==> src/rtl/fetch_unit.sv <==
// Instruction fetch stage: owns the PC, issues in-order imem requests under a
// 2-credit limit, buffers responses in a 2-entry queue, and flushes stale words on redirect.
module fetch_unit #(
    parameter int ADDR_WIDTH = 32,
    parameter int INSN_WIDTH = 32,
    parameter logic [ADDR_WIDTH-1:0] RESET_PC = '0
) (
    input  logic                  clk,
    input  logic                  rst,
    output logic                  imemReq,
    output logic [ADDR_WIDTH-1:0] imemAddr,
    input  logic                  imemReady,
    input  logic                  imemValid,
    input  logic [INSN_WIDTH-1:0] imemData,
    input  logic                  redirect,
    input  logic [ADDR_WIDTH-1:0] redirectPC,
    output logic                  insnValid,
    input  logic                  insnReady,
    output logic [INSN_WIDTH-1:0] insn,
    output logic [ADDR_WIDTH-1:0] insnPC
);

    localparam logic [0:0] ST_FETCH = 1'b0;
    localparam logic [0:0] ST_FLUSH = 1'b1;
    localparam logic [ADDR_WIDTH-1:0] PC_INC = ADDR_WIDTH'(4);

    logic [0:0]            state_q, state_d;
    logic [ADDR_WIDTH-1:0] pc_q, pc_d;
    logic [ADDR_WIDTH-1:0] resp_pc_q, resp_pc_d;
    logic [1:0]            outst_q, outst_d;
    logic [1:0]            cnt_q, cnt_d;
    logic [1:0]            drop_q, drop_d;
    logic [INSN_WIDTH-1:0] qd_q [2];
    logic [INSN_WIDTH-1:0] qd_d [2];
    logic [ADDR_WIDTH-1:0] qp_q [2];
    logic [ADDR_WIDTH-1:0] qp_d [2];

    logic       pop_s;
    logic       accept_s;
    logic       resp_s;
    logic [2:0] credit_s;
    logic [1:0] fill_s;

    assign insnValid = (cnt_q != 2'd0);
    assign insn      = qd_q[0];
    assign insnPC    = qp_q[0];
    assign imemAddr  = pc_q;

    // A same-cycle pop frees a credit; imemReady never feeds back into the request.
    assign pop_s    = insnValid & insnReady;
    assign credit_s = {1'b0, outst_q} + {1'b0, cnt_q} - {2'b00, pop_s};
    assign imemReq  = ~rst & (state_q == ST_FETCH) & ~redirect & (credit_s < 3'd2);
    assign accept_s = imemReq & imemReady;
    assign resp_s   = imemValid & (outst_q != 2'd0);

    always_comb begin
        state_d   = state_q;
        pc_d      = pc_q;
        resp_pc_d = resp_pc_q;
        outst_d   = outst_q;
        cnt_d     = cnt_q;
        drop_d    = drop_q;
        qd_d      = qd_q;
        qp_d      = qp_q;
        fill_s    = cnt_q;
        if (redirect) begin
            // Everything still in flight is stale; a response landing now is one of them.
            pc_d      = redirectPC;
            resp_pc_d = redirectPC;
            cnt_d     = 2'd0;
            outst_d   = outst_q - {1'b0, resp_s};
            drop_d    = outst_q - {1'b0, resp_s};
            state_d   = (drop_d == 2'd0) ? ST_FETCH : ST_FLUSH;
        end else begin
            case (state_q)
                ST_FETCH: begin
                    if (pop_s) begin
                        qd_d[0] = qd_q[1];
                        qp_d[0] = qp_q[1];
                        fill_s  = cnt_q - 2'd1;
                    end else begin
                        fill_s  = cnt_q;
                    end
                    if (resp_s) begin
                        if (fill_s == 2'd0) begin
                            qd_d[0] = imemData;
                            qp_d[0] = resp_pc_q;
                        end else begin
                            qd_d[1] = imemData;
                            qp_d[1] = resp_pc_q;
                        end
                        cnt_d     = fill_s + 2'd1;
                        resp_pc_d = resp_pc_q + PC_INC;
                    end else begin
                        cnt_d     = fill_s;
                    end
                    if (accept_s) begin
                        pc_d = pc_q + PC_INC;
                    end else begin
                        pc_d = pc_q;
                    end
                    outst_d = outst_q + {1'b0, accept_s} - {1'b0, resp_s};
                    state_d = ST_FETCH;
                end
                ST_FLUSH: begin
                    if (resp_s) begin
                        drop_d  = drop_q - 2'd1;
                        outst_d = outst_q - 2'd1;
                    end else begin
                        drop_d  = drop_q;
                        outst_d = outst_q;
                    end
                    state_d = (drop_d == 2'd0) ? ST_FETCH : ST_FLUSH;
                end
                default: begin
                    state_d = ST_FETCH;
                end
            endcase
        end
    end

    // State and queue registers with synchronous reset.
    always_ff @(posedge clk) begin
        if (rst) begin
            state_q   <= ST_FETCH;
            pc_q      <= RESET_PC;
            resp_pc_q <= RESET_PC;
            outst_q   <= 2'd0;
            cnt_q     <= 2'd0;
            drop_q    <= 2'd0;
            for (int i = 0; i < 2; i++) begin
                qd_q[i] <= '0;
                qp_q[i] <= '0;
            end
        end else begin
            state_q   <= state_d;
            pc_q      <= pc_d;
            resp_pc_q <= resp_pc_d;
            outst_q   <= outst_d;
            cnt_q     <= cnt_d;
            drop_q    <= drop_d;
            for (int i = 0; i < 2; i++) begin
                qd_q[i] <= qd_d[i];
                qp_q[i] <= qp_d[i];
            end
        end
    end

endmodule

==> config.mk <==
export PLATFORM = sky130hd
export DESIGN_NAME = fetch_unit
export DESIGN_NICKNAME = d
export VERILOG_FILES = /design/src/rtl/fetch_unit.sv
export SDC_FILE = /design/constraint.sdc
export NUM_CORES = 1
export LEC_CHECK = 0
export ABC_CLOCK_PERIOD_IN_PS = 8600
export CAP_MARGIN = 0
export CORE_MARGIN = 4
export CORE_UTILIZATION = 49
export DETAILED_ROUTE_END_ITERATION = 7
export GPL_TIMING_DRIVEN = 0
export HOLD_SLACK_MARGIN = 0.03
export PLACE_DENSITY = 0.81
export SYNTH_ARGS = -nofsm -noshare
export SYNTH_HDL_FRONTEND = slang
export SYNTH_SLANG_ARGS = --single-unit
export TNS_END_PERCENT = 1
==> constraint.sdc <==
create_clock -name clk -period 8.6 [get_ports clk]
set_input_delay 1.72 -clock clk [delete_from_list [all_inputs] [get_ports clk]]
set_output_delay 1.72 -clock clk [all_outputs]
set_load 0.05 [all_outputs]
==> results of run 1 <==
[state kept, by name, summed over array words and instances, names as in the netlist]
signal and cells:
outst_q 2, insn 32, drop_q 2, insnPC 32
qd_q 32, imemAddr 32, cnt_q 2, resp_pc_q 32
state_q 1, qp_q 32
[power by group through the flow]
stage / Combinational, uW / Clock, uW / Sequential, uW
after floorplan: 786 / 0 / 1140
after global placement: 1160 / 0 / 1130
after detailed placement: 1170 / 0 / 1130
after CTS: 1180 / 828 / 1110
after global routing: 1280 / 862 / 1130
final: 1190 / 829 / 1120
[tightest hold or removal path, stage by stage (launching register included)]
cell     delay [ps]
dfxtp_1         310
nand2_1          50
a21oi_1          50
[final cells by class]
| cell class | count | area [sq um] |
|---|---|---|
| buffer | 150 | 805 |
| clock buffer | 18 | 439 |
| clock inverter | 14 | 163 |
| fill | 1636 | 6830 |
| inverter | 24 | 90.1 |
| multi-input combinational | 843 | 4600 |
| sequential | 199 | 3980 |
| tap | 260 | 325 |
| timing repair buffer | 165 | 1650 |
[logic make-up after synthesis]
family | count (synthesis)
XOR/XNOR | 45
AO/OA/AOI/OAI | 272
adder cells (fa/ha/maj) | 11
flip-flops | 199
AND/OR/NAND/NOR | 508
multiplexers | 7
buffers and inverters | 174
[through the flow]
stage                      util  power [uW]
after floorplan               -        1930
after global placement    0.606        2290
after detailed placement  0.606        2310
after CTS                 0.638        3120
after global routing      0.638        3270
final                     0.638        3140
[metal layers]
metal / track usage / wire (um) / part of all wire
met5: 0 / 0 / 0
met4: 0.115 / 915 / 0.031
met3: 0.0481 / 2230 / 0.075
met2: 0.448 / 14100 / 0.47
met1: 0.355 / 12700 / 0.42
[layout by cell type, fill, tap and decap left out, types with 3 or more instances in the layout]
cell type and count:
a211oi_1 41, a21boi_0 12, a21oi_1 103, a22oi_1 4
a311oi_1 38, a31oi_1 11, and2_1 7, and3_1 6
and4_1 5, buf_1 3, buf_4 64, clkbuf_1 82
clkbuf_16 17, clkdlybuf4s50_1 165, clkinvlp_4 3, dfxtp_1 199
ha_1 10, inv_1 21, inv_6 4, mux2_2 5
nand2_1 257, nand2b_1 3, nand3_1 34, nand4_1 24
nor2_1 109, nor3_1 10, nor3b_1 5, nor4_1 6
o21ai_0 40, o22ai_1 8, or3_1 32, xnor2_1 15
xor2_1 30
[cells in the mapped netlist, types with 12 or more instances]
library cell / instances
a211oi_1: 41
a21boi_0: 12
a21oi_1: 103
a311oi_1: 38
buf_4: 64
clkbuf_1: 82
dfxtp_1: 199
inv_1: 21
nand2_1: 257
nand3_1: 34
nand4_1: 24
nor2_1: 109
o21ai_0: 40
or3_1: 32
xnor2_1: 15
xor2_1: 30
[worst max-delay path by stage]
| stage | endpoint |
|---|---|
| after floorplan | imemReq |
| after global placement | imemReq |
| after detailed placement | imemReq |
| after CTS | imemReq |
| after global routing | imemReq |
| final | imemReq |
==> results.json, run 1 <==
{
  "clk_latency_ps": 440,
  "cp-startpoint": "insnReady",
  "synth_compound_area_frac": 0.182,
  "fmax_mhz": 138,
  "syn-num-nets": 1297,
  "crit_family": "buffers and inverters",
  "hold-worst-slack_ps": 451,
  "hpwl_um": 21800,
  "track_usage": 0.273,
  "crit_cells": 10,
  "cap_violations": 0,
  "hold_path.startpoint": "qd_q[4]",
  "power_leakage_uw": 0.00406,
  "reg2regPathDepth": 19,
  "path_class": "input port to output port",
  "grt_pass1_wl_um": 47300,
  "synth_cell_types": 54,
  "r2r_end": "outst_q[1]",
  "final_cell_count_no_fill": 1673,
  "tritoncts": "built",
  "syn_area_per_cell_sq_um": 7.79,
  "async_flop_share": 0,
  "post-route-period-util": 0.843,
  "dieHeight_um": 147,
  "synth-edff-count": 0,
  "htree_levels": 4,
  "syn_inst": 1216,
  "whs_endpoint": "qd_q[4]",
  "required_ps": 6880,
  "drive_gt1_frac": 0.0771,
  "hold_viol": 0,
  "grt_max_degree": 19,
  "grt_overflow": 0,
  "dp_slack_ps": 1440,
  "cts-root-buf": "clkbuf_16",
  "antenna_found_initial": 0,
  "gp_congestion": 0.926,
  "wl_per_cell_um": 17.9,
  "slew_headroom": 0.242,
  "combPwrFrac": 0.380,
  "internal_power_uw": 1910,
  "post_cts_buffers": 0,
  "fin_worst_skew_ps": 11.0,
  "ys_seq_area_frac": 0.420,
  "core_sq_mm": 0.0189,
  "clkTransAtPathRegs_ps": 70,
  "powerDensity_mw_per_mm2": 260,
  "yosys.area.top_type": "dfxtp_1",
  "die_x_um": 147,
  "initial_core_util": 0.502,
  "crit_buf_inv": 4,
  "synth.area.top_cells": "dfxtp_1 (42%), nand2_1 (10%), a21oi_1 (5.4%)",
  "clockBufferDepth": 2,
  "synthXorXnorAreaFrac": 0.0416,
  "synth.top_cell.area_share": 0.420,
  "worstPathArrival_ps": 5530,
  "drt-pass1-iter-count": 6,
  "place_inst": 1641,
  "r2r-start": "cnt_q[1]",
  "seq_power_share": 0.356,
  "cp_max_fo": 10,
  "place_area_sq_mm": 0.0115,
  "hold_buffers": 0,
  "r2r_setup_slack_ps": 3290,
  "ys.flop_type": "dfxtp_1",
  "synth_adder_area_share": 0.0153,
  "cts_buffers": 17,
  "first_iter_violations": 978,
  "n_antenna_cell": 0,
  "maxSlewViolCount": 0,
  "p_sw_uw": 1230,
  "hold_depth": 2,
  "portBuffers": 165,
  "slowest_delay_ps": 830,
  "tightestPinTransition_ps": 1130,
  "dr_total_vias": 9551,
  "detail-route-antenna-nets": 0,
  "syn_to_final_growth_pct": 27.3,
  "min_path_type": "flop to flop",
  "via_per_inst": 5.71,
  "outcome": "complete, no violations",
  "tns_ps": 0,
  "yosys.area_share.simple": 0.238,
  "cp-end-kind": "output port",
  "die-area_sq_mm": 0.0216,
  "grt_pass1_vias": 9219,
  "slowest_stage": "clkdlybuf4s50_1",
  "io_pins": 168,
  "synthMuxAreaShare": 0.00805,
  "period_needed_ps": 7250,
  "pwr-share-clk": 0.264,
  "final_nets": 1481,
  "setup_violations": 0,
  "peakVddDrop_uv": 170,
  "cts_sinks": 199,
  "critPathLaunchType": "input port",
  "fin_ws_ps": 1350,
  "cts-resized-gates": 0,
  "swShare": 0.391,
  "syn-cell-area_sq_mm": 0.00948,
  "drt_wl_total_um": 29900,
  "worstPathCellList": "clkdlybuf4s50_1 -> nand2b_1 -> clkbuf_1 -> inv_1 -> ha_1 -> nand2b_1 -> fa_1 -> or4b_4 -> nor2_1 -> clkdlybuf4s50_1",
  "rsz0062_at_grt": "false",
  "drc_errors": 0,
  "synth_top_family_by_area": "simple AND/OR/NAND/NOR gates",
  "design_area_sq_mm": 0.0121,
  "synth_seq_cells": 199,
  "yosys_warnings": 0,
  "rows": 50
}
(Power assumes the default switching activity.)
==> run 2: changes to the inputs <==
--- a/config.mk
+++ b/config.mk
@@ -5,7 +5,7 @@
 export SDC_FILE = /design/constraint.sdc
 export NUM_CORES = 1
 export LEC_CHECK = 0
-export ABC_CLOCK_PERIOD_IN_PS = 8600
+export ABC_CLOCK_PERIOD_IN_PS = 6850
 export CAP_MARGIN = 0
 export CORE_MARGIN = 4
 export CORE_UTILIZATION = 49
==> constraint.sdc (replaced) <==
create_clock -name clk -period 6.85 [get_ports clk]
set_input_delay 1.37 -clock clk [delete_from_list [all_inputs] [get_ports clk]]
set_output_delay 1.37 -clock clk [all_outputs]
set_load 0.05 [all_outputs]
==> results of run 2 <==
Same layout as run 1 (identical final DEF). Status: complete, no violations.
Main changes from that run: setup slack after placement 1440 ps -> 387 ps; setup slack after layout 1350 ps -> 298 ps; register-to-register setup slack 3290 ps -> 1540 ps; total power 3140 uW -> 3940 uW; worst IR drop on VDD 170 uV -> 214 uV
